[config.mk]
export PLATFORM = sky130hd
export DESIGN_NAME = fetch_npc
export DESIGN_NICKNAME = d
export VERILOG_FILES = /design/src/rtl/fetch_npc_pkg.sv /design/src/rtl/fetch_npc_npc_calc.sv /design/src/rtl/fetch_npc.sv
export SDC_FILE = /design/constraint.sdc
export NUM_CORES = 1
export LEC_CHECK = 0
export ABC_AREA = 1
export BUFFER_PORTS_ARGS = -buffer_cell sky130_fd_sc_hd__buf_2
export CORE_MARGIN = 5
export CORE_UTILIZATION = 46
export DETAILED_ROUTE_END_ITERATION = 6
export MAX_ROUTING_LAYER = met4
export PLACE_DENSITY = 0.79
export SLEW_MARGIN = 40
export SYNTH_ARGS = -nofsm -noshare
export SYNTH_HDL_FRONTEND = slang
export SYNTH_SLANG_ARGS = --single-unit
[constraint.sdc]
create_clock -name clk -period 1.9 [get_ports clk]
set_clock_uncertainty 0.05 [all_clocks]
set_input_delay 0.095 -clock clk [delete_from_list [all_inputs] [get_ports clk]]
set_output_delay 0.095 -clock clk [all_outputs]
set_load 0.02 [all_outputs]
[src/rtl/fetch_npc_pkg.sv]
// Shared encodings for the fetch / next-PC stage: NPCOp codes, fetch FSM states, nop.
package fetch_npc_pkg;

    localparam logic [2:0] NPC_PLUS4  = 3'b000;
    localparam logic [2:0] NPC_BRANCH = 3'b001;
    localparam logic [2:0] NPC_JUMP   = 3'b010;
    localparam logic [2:0] NPC_JALR   = 3'b100;

    localparam logic [31:0] NOP_INSTR = 32'h0000_0013;

    typedef enum logic [1:0] {
        FETCH = 2'b00,
        WAIT  = 2'b01,
        VALID = 2'b10
    } fetch_state_e;

endpackage

[src/rtl/fetch_npc_npc_calc.sv]
// Combinational next-PC: selects pc+4 / pc+imm / jalr target and reports low-bit misalignment.
module npc_calc
    import fetch_npc_pkg::*;
(
    input  logic [31:0] pc,
    input  logic [2:0]  npc_op,
    input  logic [31:0] imm,
    input  logic [31:0] alu_out,
    output logic [31:0] npc,
    output logic        misaligned
);

    logic [31:0] target;

    always_comb begin
        target = pc + 32'd4;
        case (npc_op)
            NPC_BRANCH, NPC_JUMP: target = pc + imm;
            NPC_JALR:             target = alu_out;
            default:              target = pc + 32'd4;
        endcase
        // Misalignment is judged on the raw target, so a jalr with alu_out[0]=1
        // counts as misaligned even though its bit 0 would be cleared.
        misaligned = |target[1:0];
        npc        = {target[31:2], 2'b00};
    end

endmodule

[src/rtl/fetch_npc.sv]
// Fetch / next-PC stage: owns the PC, fetches from imem, holds instr until retire.
// Optional macro FETCH_MISALIGN_TRAP_EN: misaligned next-PC redirects to TRAP_VEC.
module fetch_npc
    import fetch_npc_pkg::*;
#(
    parameter logic [31:0] RESET_PC = 32'h0000_0000,
    parameter logic [31:0] TRAP_VEC = 32'h0000_0100
) (
    input  logic        clk,
    input  logic        rst,
    output logic        imem_req,
    output logic [31:0] imem_addr,
    input  logic        imem_gnt,
    input  logic        imem_rvalid,
    input  logic [31:0] imem_rdata,
    output logic [31:0] instr,
    output logic        instr_valid,
    output logic [31:0] pc,
    output logic [31:0] pc_plus4,
    input  logic        retire,
    input  logic        stall,
    input  logic [2:0]  NPCOp,
    input  logic [31:0] imm,
    input  logic [31:0] alu_out,
    output logic        misalign
);

    fetch_state_e state_q, state_d;
    logic [31:0]  pc_q, pc_d;
    logic [31:0]  instr_q, instr_d;
    logic         misalign_q, misalign_d;
    logic [31:0]  npc;
    logic         npc_misaligned;

    npc_calc u_npc_calc (
        .pc         (pc_q),
        .npc_op     (NPCOp),
        .imm        (imm),
        .alu_out    (alu_out),
        .npc        (npc),
        .misaligned (npc_misaligned)
    );

`ifndef FETCH_MISALIGN_TRAP_EN
    logic unused_misaligned;
    assign unused_misaligned = npc_misaligned;
`endif

    always_comb begin
        state_d    = state_q;
        pc_d       = pc_q;
        instr_d    = instr_q;
        misalign_d = 1'b0;
        imem_req   = 1'b0;
        case (state_q)
            FETCH: begin
                imem_req = 1'b1;
                // rvalid without gnt belongs to an abandoned request
                if (imem_gnt && imem_rvalid) begin
                    instr_d = imem_rdata;
                    state_d = VALID;
                end else if (imem_gnt) begin
                    state_d = WAIT;
                end
            end
            WAIT: begin
                if (imem_rvalid) begin
                    instr_d = imem_rdata;
                    state_d = VALID;
                end
            end
            VALID: begin
                if (retire && !stall) begin
                    state_d = FETCH;
`ifdef FETCH_MISALIGN_TRAP_EN
                    pc_d       = npc_misaligned ? TRAP_VEC : npc;
                    misalign_d = npc_misaligned;
`else
                    pc_d       = npc;
`endif
                end
            end
            default: state_d = FETCH;
        endcase
    end

    always_ff @(posedge clk or posedge rst) begin
        if (rst) begin
            state_q    <= FETCH;
            pc_q       <= RESET_PC;
            instr_q    <= NOP_INSTR;
            misalign_q <= 1'b0;
        end else begin
            state_q    <= state_d;
            pc_q       <= pc_d;
            instr_q    <= instr_d;
            misalign_q <= misalign_d;
        end
    end

    assign imem_addr   = pc_q;
    assign instr       = instr_q;
    assign instr_valid = (state_q == VALID);
    assign pc          = pc_q;
    assign pc_plus4    = pc_q + 32'd4;
    assign misalign    = misalign_q;

endmodule
Word-level counts from Yosys, hierarchy flattened. Cells that the tools add are included.

Word-level logic and storage cells: 33. Output and inout bits: 131. Bits of input ports: 105. Register bits after elaboration: 64.

Reduce and logical (&&, ||, !) cells: 9. Mux-type cells: 10. Add/sub/neg operators: 2. Eq/ne operators: 9.

Operators with widths (number): one-hot mux 32 bit (2 select lines) (2); 2-to-1 mux 32 bit (2); adder 32 x 3 -> 32 bit (second input constant) (1); adder 32 bit (1); 2-to-1 mux 2 bit (4); one-hot mux 2 bit (3 select lines) (1); AND reduction 3 bit (2); inequality test 2 bit (second input constant) (2); equality test 3 x 1 -> 1 bit (second input constant) (1); equality test 3 x 2 -> 1 bit (second input constant) (1); equality test 3 bit (second input constant) (1); inequality test 3 bit (second input constant) (1); equality test 2 x 1 -> 1 bit (second input constant) (1); equality test 2 bit (second input constant) (1); logical AND 1 bit (2); zero test 2 bit (1); inequality test 2 x 1 -> 1 bit (second input constant) (1); AND reduction 2 bit (1); nonzero test 2 bit (1); OR reduction 2 bit (1); zero test 1 bit (1); 2-to-1 mux 1 bit (1).

Longest topological paths before layout. Gate-level depths: netlist (run 1).

Depth in word-level cells: 4. Gate-level depth with buffers: 14. Mapped depth without buffers: 14.

Modules after synthesis. From an unflattened synthesis (run 1), not the netlist that was laid out.

Cell total of the unflattened synthesis: 1306. Area total of the unflattened synthesis: 7601.0 um2.

By module, submodules not included: npc_calc (cells each 825, area an instance 3888.7 um2, sequential area each 0.0 um2, instances 1); fetch_npc (cells each 481, area an instance 3712.3 um2, sequential area each 1655.3 um2, instances 1).

Worst setup path before layout (run 1). No wires, ideal clock.

Path kind: register to register. Start: reg pc_q[2] (netlist: imem_addr[2]). End: reg pc_q[18] (netlist: imem_addr[18]). Period minus slack after synthesis: 2.248 ns. Data required time: 1.773 ns. Path slack: -0.348 ns. Setup time: 0.077 ns. Arrival time: 2.120 ns. Buffers on the path: 0. Cell stages (with the launch flop): 13. Cell sequence: dfrtp_1 -> ha_1 -> inv_1 -> fa_1 -> inv_1 -> nand2_1 -> o21ai_1 -> inv_1 -> o21ai_1 -> nand3_1 -> nand3b_1 -> nand3_1 -> a21oi_1.

Cells in the longest elaborated chain, start to end: 2. Elaborated cells between the ends (all ways): 3. Classes of those cells: add/sub (2); mux (1).

Ends and longest elaborated chain: start, declared (RTL line fetch_npc.sv:29) `logic [31:0] pc_q, pc_d;`; start signal, assigned (RTL line fetch_npc.sv:95) `pc_q <= pc_d;`; adder 32 x 3 -> 32 bit / adder 32 bit (equally long branches) (RTL line fetch_npc_npc_calc.sv:20, fetch_npc_npc_calc.sv:18); one-hot mux 32 bit (2 select lines) (*) (RTL line fetch_npc_npc_calc.sv:17) `case (npc_op)`.

Every way passes the cells marked *; elsewhere a longest branch is shown, timed or not. A chain may end at the register's enable or synchronous reset.

Final worst setup path (run 1).
Start: reg pc_q[6] (netlist: imem_addr[6]). End: reg pc_q[13] (netlist: imem_addr[13]).

Same word-level chain as after synthesis.

==> flow_summary.json, run 1 <==
{
  "status": "finished with violations",
  "violations": "design-rule violations, negative setup slack",
  "fmax_mhz": 428,
  "cp_slowest_cell": "dfrtp_1",
  "avgSynthCellArea_um2": 6.85,
  "fin_cells": 1474,
  "wl_per_cell_um": 23.0,
  "synthMostInstantiatedCell": "nand2_1",
  "ys.warnings.count": 0,
  "fill_cells": 681,
  "regArea_um2": 1620,
  "rsz0062_at_grt": "true",
  "async_flop_share_pct": 100,
  "synth_top_cell_by_area": "dfrtp_1",
  "slew-limit-headroom_pct": 62.2,
  "die_area_um2": 15600,
  "die_w_um": 125,
  "min_period_ns": 2.34,
  "hold_depth": 3,
  "fin_nets": 1428,
  "peakVddDrop_mv": 1.19,
  "static-leakage-power_nw": 5.31,
  "clkSlewWorstSetupHoldPaths_ns": 0.06,
  "drc": 46,
  "slew_viol_final": 0,
  "endpoint_kind": "flop",
  "clock_sinks": 64,
  "p_int_w": 0.00967,
  "viasPerCell": 6.01,
  "crit_cells": 11,
  "critPathKind": "flop to flop",
  "wl_mm": 33.9,
  "overflow": 0,
  "ys_types": 47,
  "crit_arrival_ns": 2.52,
  "path_max_fanout": 5,
  "ant_nets": 0,
  "syn_inst": 886,
  "pin_count": 236,
  "cap_violations": 0,
  "synth_seq_area_share_pct": 26.5,
  "dpl_cell_area_um2": 8180,
  "dp_cells": 1360,
  "netlist_top_cells_area": "dfrtp_1 (25%), nand2_1 (16%), inv_1 (6.3%), ha_1 (6.2%), mux2_2 (5.9%)",
  "cts_root_buf": "clkbuf_16",
  "vias": 8858,
  "rows": 42,
  "min_path_type": "input port to flop",
  "cp_data_required_time_ns": 2.08,
  "fin_area_um2": 11000,
  "antenna_found_initial": 1,
  "whs_ns": 0.0370,
  "grt_max_degree": 65,
  "slowest_delay_ns": 0.41,
  "powerDensity_nw_per_um2": 1860,
  "min_period_over_period_pct": 123,
  "clock_latency_ns": 0.36,
  "gp_routability_congestion": 0.980,
  "r2r_start": "imem_addr[6]",
  "sw_frac_of_total_pct": 52.8,
  "crit_chain": "buf_4, ha_4, a21oi_4, nor2_2, nor2_2, nand2_4, nand2_4, nand2_4, a21boi_2, o21ai_2, a22oi_1",
  "critPathLaunch": "imem_addr[6]",
  "port_buffers": 224,
  "start_util_pct": 46.4,
  "p_clk_share_pct": 8.4,
  "grt_pass1_vias": 7996,
  "pwr-share-comb_pct": 79.0,
  "syn_to_final_growth_pct": 81.3,
  "tightest_slew_ns": 0.562,
  "setup_slack_ns": -0.437,
  "syn-cell-area_um2": 6070,
  "path_delay_family": "compound AO/OA/AOI/OAI gates",
  "drt_pass1_iterations": 7,
  "multi_input_area_um2": 5200,
  "finalHoldViolations": 0,
  "numCtsBuffers": 9,
  "r2r_cells": 11,
  "yosys-top-cells-count": "nand2_1 (261), inv_1 (102), nor2_1 (79)",
  "p_sw_w": 0.0108,
  "cts.htree.levels": 3,
  "grt_pass1_wl_mm": 42.3,
  "synthFlopType": "dfrtp_1",
  "drtIter0Drc": 1207,
  "synth_edf_count": 0,
  "worstSetupStartpointType": "flop",
  "clockBufferDepth": 2,
  "hp-start": "alu_out[3]",
  "critPathBufInv": 1,
  "synth_top_area_share_pct": 25.2,
  "grt_use_total_pct": 34.8,
  "seq_power_share_pct": 12.6,
  "dp_hpwl_mm": 18.9,
  "cts_tree": "yes",
  "core_um2": 13100,
  "die_h_um": 125,
  "drive_above_1_share_pct": 57.1,
  "cpMostUsedCell": "nand2_4",
  "synth_seq_cells": 64,
  "pre_cts_ws_ns": -0.219,
  "finalSetupViolCount": 52
}
==> power by group through the flow <==
stage               clock network (W)  logic, W  registers, W
floorplan                           0   0.00565       0.00349
global placement                    0    0.0106       0.00241
detailed placement                  0    0.0107       0.00243
CTS                           0.00170    0.0128       0.00249
global route                  0.00179    0.0168       0.00262
finish                        0.00173    0.0162       0.00257
==> layer usage <==
| layer | wire, um | vias to the layer above | part of all wire [%] | track usage, % |
|---|---|---|---|---|
| met5 | 0 | - | 0 | - |
| li1 | - | 3649 | - | - |
| met1 | 11500 | 4052 | 34 | 42.2 |
| met3 | 4380 | 324 | 13 | 7.33 |
| met2 | 15000 | 833 | 44 | 57.7 |
| met4 | 2950 | 0 | 8.7 | 12.6 |
==> sequential cells by signal, indices dropped and copies added (netlist names) <==
register,flops
imem_addr,30
instr,32
state_q,2
==> area by class of cell <==
class                           instances  share of cell area (%)
Antenna cell                            1                  0.0227
Tap cell                              176                    2.00
Multi-Input combinational cell        668                    47.3
Timing Repair Buffer                  444                    29.6
Sequential cell                        64                    14.7
Clock buffer                            9                    2.05
Inverter                              105                    3.66
Clock inverter                          7                   0.648
==> layout by cell type (no fill, tap or decap), types with 5 or more instances in the layout <==
cell type,instances
nor2_4,20
buf_2,199
nand4_1,15
xor2_2,13
nand2_2,48
o21ai_0,8
buf_6,69
nor3_4,9
inv_1,92
nor2_1,50
buf_4,133
dlygate4sd3_1,37
a21oi_2,18
ha_1,7
o21ai_1,6
nand2_1,190
clkbuf_16,9
buf_12,5
a21oi_4,8
conb_1,7
inv_2,10
dfrtp_2,12
o21ai_2,6
or2_4,5
nor3_2,6
nand3_4,9
ha_4,23
a21oi_1,37
nand3b_1,9
nand3_1,26
nand2_4,24
dfrtp_1,49
nand3_2,26
mux2_2,32
nor2_2,18
==> tightest hold or removal path: cells and delay by family <==
| family | cells | cell delay (ns) |
|---|---|---|
| AOI/OAI and AO/OA | 2 | 0.22 |
| buffers and inverters | 1 | 0.08 |
==> what timing repair did <==
| action | CTS | global route |
|---|---|---|
| resized for setup | 205 | 201 |
| hold endpoints to repair | 96 | 0 |
| pin swaps | 67 | 103 |
| buffers inserted | 31 | 36 |
| hold buffers | 37 | 0 |
| setup endpoints to repair | 47 | 54 |
==> per-stage QoR <==
stage | utilization [%] | setup TNS, ns | total power [W]
final | 84.1 | -12.68 | 0.0205
after global routing | 84.1 | -14.81 | 0.0212
after CTS | 76.0 | -5.45 | 0.0170
after detailed placement | 62.5 | -3.01 | 0.0131
after global placement | 62.5 | -2.10 | 0.0130
after floorplan | - | -0.339 | 0.00915
==> logic make-up after synthesis <==
logic type	synth area share, %
buffers and inverters	12.4
xor gates and xnor gates	3.65
other	0.0618
muxes	5.94
and+or+nand+nor	34.0
DFF	26.5
adders and majority gates	6.52
AOI/OAI and AO/OA	10.9
==> path summary, 6_finish.rpt <==
| path | slack, ns | endpoint |
|---|---|---|
| max | -0.44 | imem_addr[13] |
| min | 0.04 | imem_addr[3] |
| max reg2reg | -0.44 | imem_addr[13] |
| min reg2reg | 0.45 | instr[16] |
| max in group asynchronous | 1.15 | imem_addr[14] |
| min in group asynchronous | 0.31 | instr[29] |
(Power assumes the default switching activity.)
==> inputs of run 2 (changes only) <==
- RECOVER_POWER: default -> 100
- SKIP_LAST_GASP: default -> 1
==> run 2 against run 1 <==
  * Largest cell class unchanged
  * Critical endpoint is now imem_addr[25]
  * Maximum frequency increased by 0.47%
  * Combinational power about the same
  * Global-route usage decreased by 0.29 points
  * The run ends with negative setup slack left
  * Design area decreased by 0.81%
  * Core utilization decreased by 0.68 points
  * Count of clock-buffer cells in the layout unchanged
  * Via count about the same
  * Die area unchanged
  * Register-to-register slack about the same
  * Sequential cell count unchanged
  * Highest routed layer unchanged
  * First-iteration DRC count decreased by 16%
==> flow_summary.json, run 2 (synthesized netlist as in run 1, its figures left out) <==
{
  "crit_chain": "ha_4, nand2_1, nor2_2, buf_4, nand2_1, nor2_1, nand2_1, nand4_1, nand3_1, a21oi_2",
  "final_cell_mix": "nand2_1 (189), buf_4 (134), buf_2 (128), inv_1 (95), clkbuf_1 (74)",
  "drt_pass1_iterations": 7,
  "die_h_um": 125,
  "min_period_over_period_pct": 122,
  "antenna_found_initial": 0,
  "critPathKind": "flop to flop",
  "min_period_ns": 2.33,
  "slew-limit-headroom_pct": 33.1,
  "r2r_cells": 10,
  "drive_above_1_share_pct": 51.3,
  "crit_arrival_ns": 2.57,
  "highest_layer": "met4",
  "core_um2": 13100,
  "peakVddDrop_mv": 1.07,
  "slew_viol_final": 0,
  "fmax_mhz": 430,
  "grt_pass1_wl_mm": 42.0,
  "grt_max_degree": 65,
  "grt_use_total_pct": 34.6,
  "violations": "negative setup slack",
  "static-leakage-power_nw": 5.14,
  "path_delay_family": "simple AND/OR/NAND/NOR gates",
  "wl_mm": 34.2,
  "layout_commonest_cell": "nand2_1",
  "cts.htree.levels": 3,
  "holdPathEnd": "imem_addr[3]",
  "setup_slack_ns": -0.426,
  "rows": 42,
  "dr_wl_met3_mm": 4.30,
  "largest_reg_flops": 32,
  "critPathBufInv": 1,
  "wl_per_cell_um": 23.2,
  "worstSetupStartpointType": "flop",
  "overflow": 0,
  "status": "finished with violations",
  "drtIter0Drc": 1013,
  "cts_tree": "yes",
  "grt_pass1_vias": 7973,
  "clock_latency_ns": 0.36,
  "fin_cells": 1473,
  "fin_setup_tns_ns": -12.05,
  "cts_root_buf": "clkbuf_16",
  "hp-start": "alu_out[3]",
  "finalHoldViolations": 0,
  "dp_cells": 1360,
  "met2_wirelength_mm": 15.1,
  "finalSetupViolCount": 52,
  "cap_violations": 0,
  "m1WireLength_mm": 11.6,
  "hold_depth": 3,
  "min_path_type": "input port to flop",
  "slowest_delay_ns": 0.46,
  "timing.rr.end": "imem_addr[25]",
  "start_util_pct": 46.4,
  "r2r_start": "imem_addr[23]",
  "cp_slowest_cell": "dfrtp_1",
  "port_buffers": 224,
  "cpMostUsedCell": "nand2_1",
  "dp_hpwl_mm": 18.9,
  "syn_to_final_growth_pct": 79.8,
  "cp_data_required_time_ns": 2.14,
  "fin_nets": 1428,
  "reg2reg_slack_ns": -0.43,
  "clockBufferDepth": 2,
  "die_w_um": 125,
  "diodes": 0,
  "powerDensity_nw_per_um2": 1860,
  "dpl_cell_area_um2": 8180,
  "fin_area_um2": 10900,
  "ant_nets": 0,
  "clkSlewWorstSetupHoldPaths_ns": 0.07,
  "path_max_fanout": 4,
  "tightest_slew_ns": 1.00,
  "whs_ns": 0.0355,
  "rsz0062_at_grt": "true",
  "drc": 0,
  "die_area_um2": 15600,
  "pin_count": 236,
  "vias": 8851,
  "fill_cells": 733,
  "clock_sinks": 64,
  "gp_routability_congestion": 0.980,
  "numCtsBuffers": 9,
  "endpoint_kind": "flop",
  "viasPerCell": 6.01,
  "pre_cts_ws_ns": -0.219
}
-- run 2: changes by cell type in the layout (fill, tap and decap cells not counted), moves of 4 or more --
cell	previous run	this run
a21oi_2	18	22
inv_2	10	5
buf_2	199	128
buf_6	69	63
clkbuf_1	0	74
-- run 2: worst max path at each step --
stage	startpoint	endpoint	slack, ns	cells after the start
detailed placement	imem_addr[2]	imem_addr[18]	-0.22	12
floorplan	imem_addr[2]	imem_addr[18]	-0.11	12
CTS	imem_addr[3]	pc_plus4[14]	-0.28	10
finish	imem_addr[23]	imem_addr[25]	-0.43	10
global route	imem_addr[23]	imem_addr[25]	-0.48	10
global placement	imem_addr[9]	imem_addr[16]	-0.21	11
-- run 2: metrics by stage --
step	power (W)	util [%]
final	0.0203	83.4
after detailed placement	0.0131	62.5
after global routing	0.0210	83.4
after global placement	0.0130	62.5
after floorplan	0.00915	-
after CTS	0.0168	75.4
-- run 2: area by class of cell --
| type | count | area (um2) | share of cell area (%) |
|---|---|---|---|
| Multi-Input combinational cell | 668 | 5220 | 47.8 |
| Clock buffer | 9 | 225 | 2.06 |
| Tap cell | 176 | 220 | 2.02 |
| Sequential cell | 64 | 1620 | 14.8 |
| Timing Repair Buffer | 444 | 3150 | 28.9 |
| Clock inverter | 7 | 71.3 | 0.654 |
| Inverter | 105 | 410 | 3.76 |
-- run 2: what timing repair did --
item / CTS / global route
hold endpoints to repair: 96 / 0
pin swaps: 64 / 111
endpoints found under the setup margin: 47 / 54
resized for setup: 186 / 212
hold buffers: 37 / 0
cloned: 0 / 0
buffers inserted: 31 / 36
-- run 2: power by group --
part | internal [W] | switching (W)
Sequential | 0.00201 | 0.000564
Combinational | 0.00642 | 0.00952
Clock | 0.00102 | 0.000743
-- run 2: worst reg2reg max path: cells and delay by family (launching register included) --
kind	cells	cell delay, ns
AOI/OAI and AO/OA	1	0.13
adders and majority gates	1	0.32
buffers and inverters	1	0.15
DFF	1	0.46
and+or+nand+nor	7	1.15
-- run 2: routing by layer --
layer | up-vias | GRT usage (%)
met5 | - | -
met4 | 0 | 15.1
met3 | 293 | 7.42
met2 | 800 | 55.8
met1 | 4112 | 41.8
li1 | 3646 | -
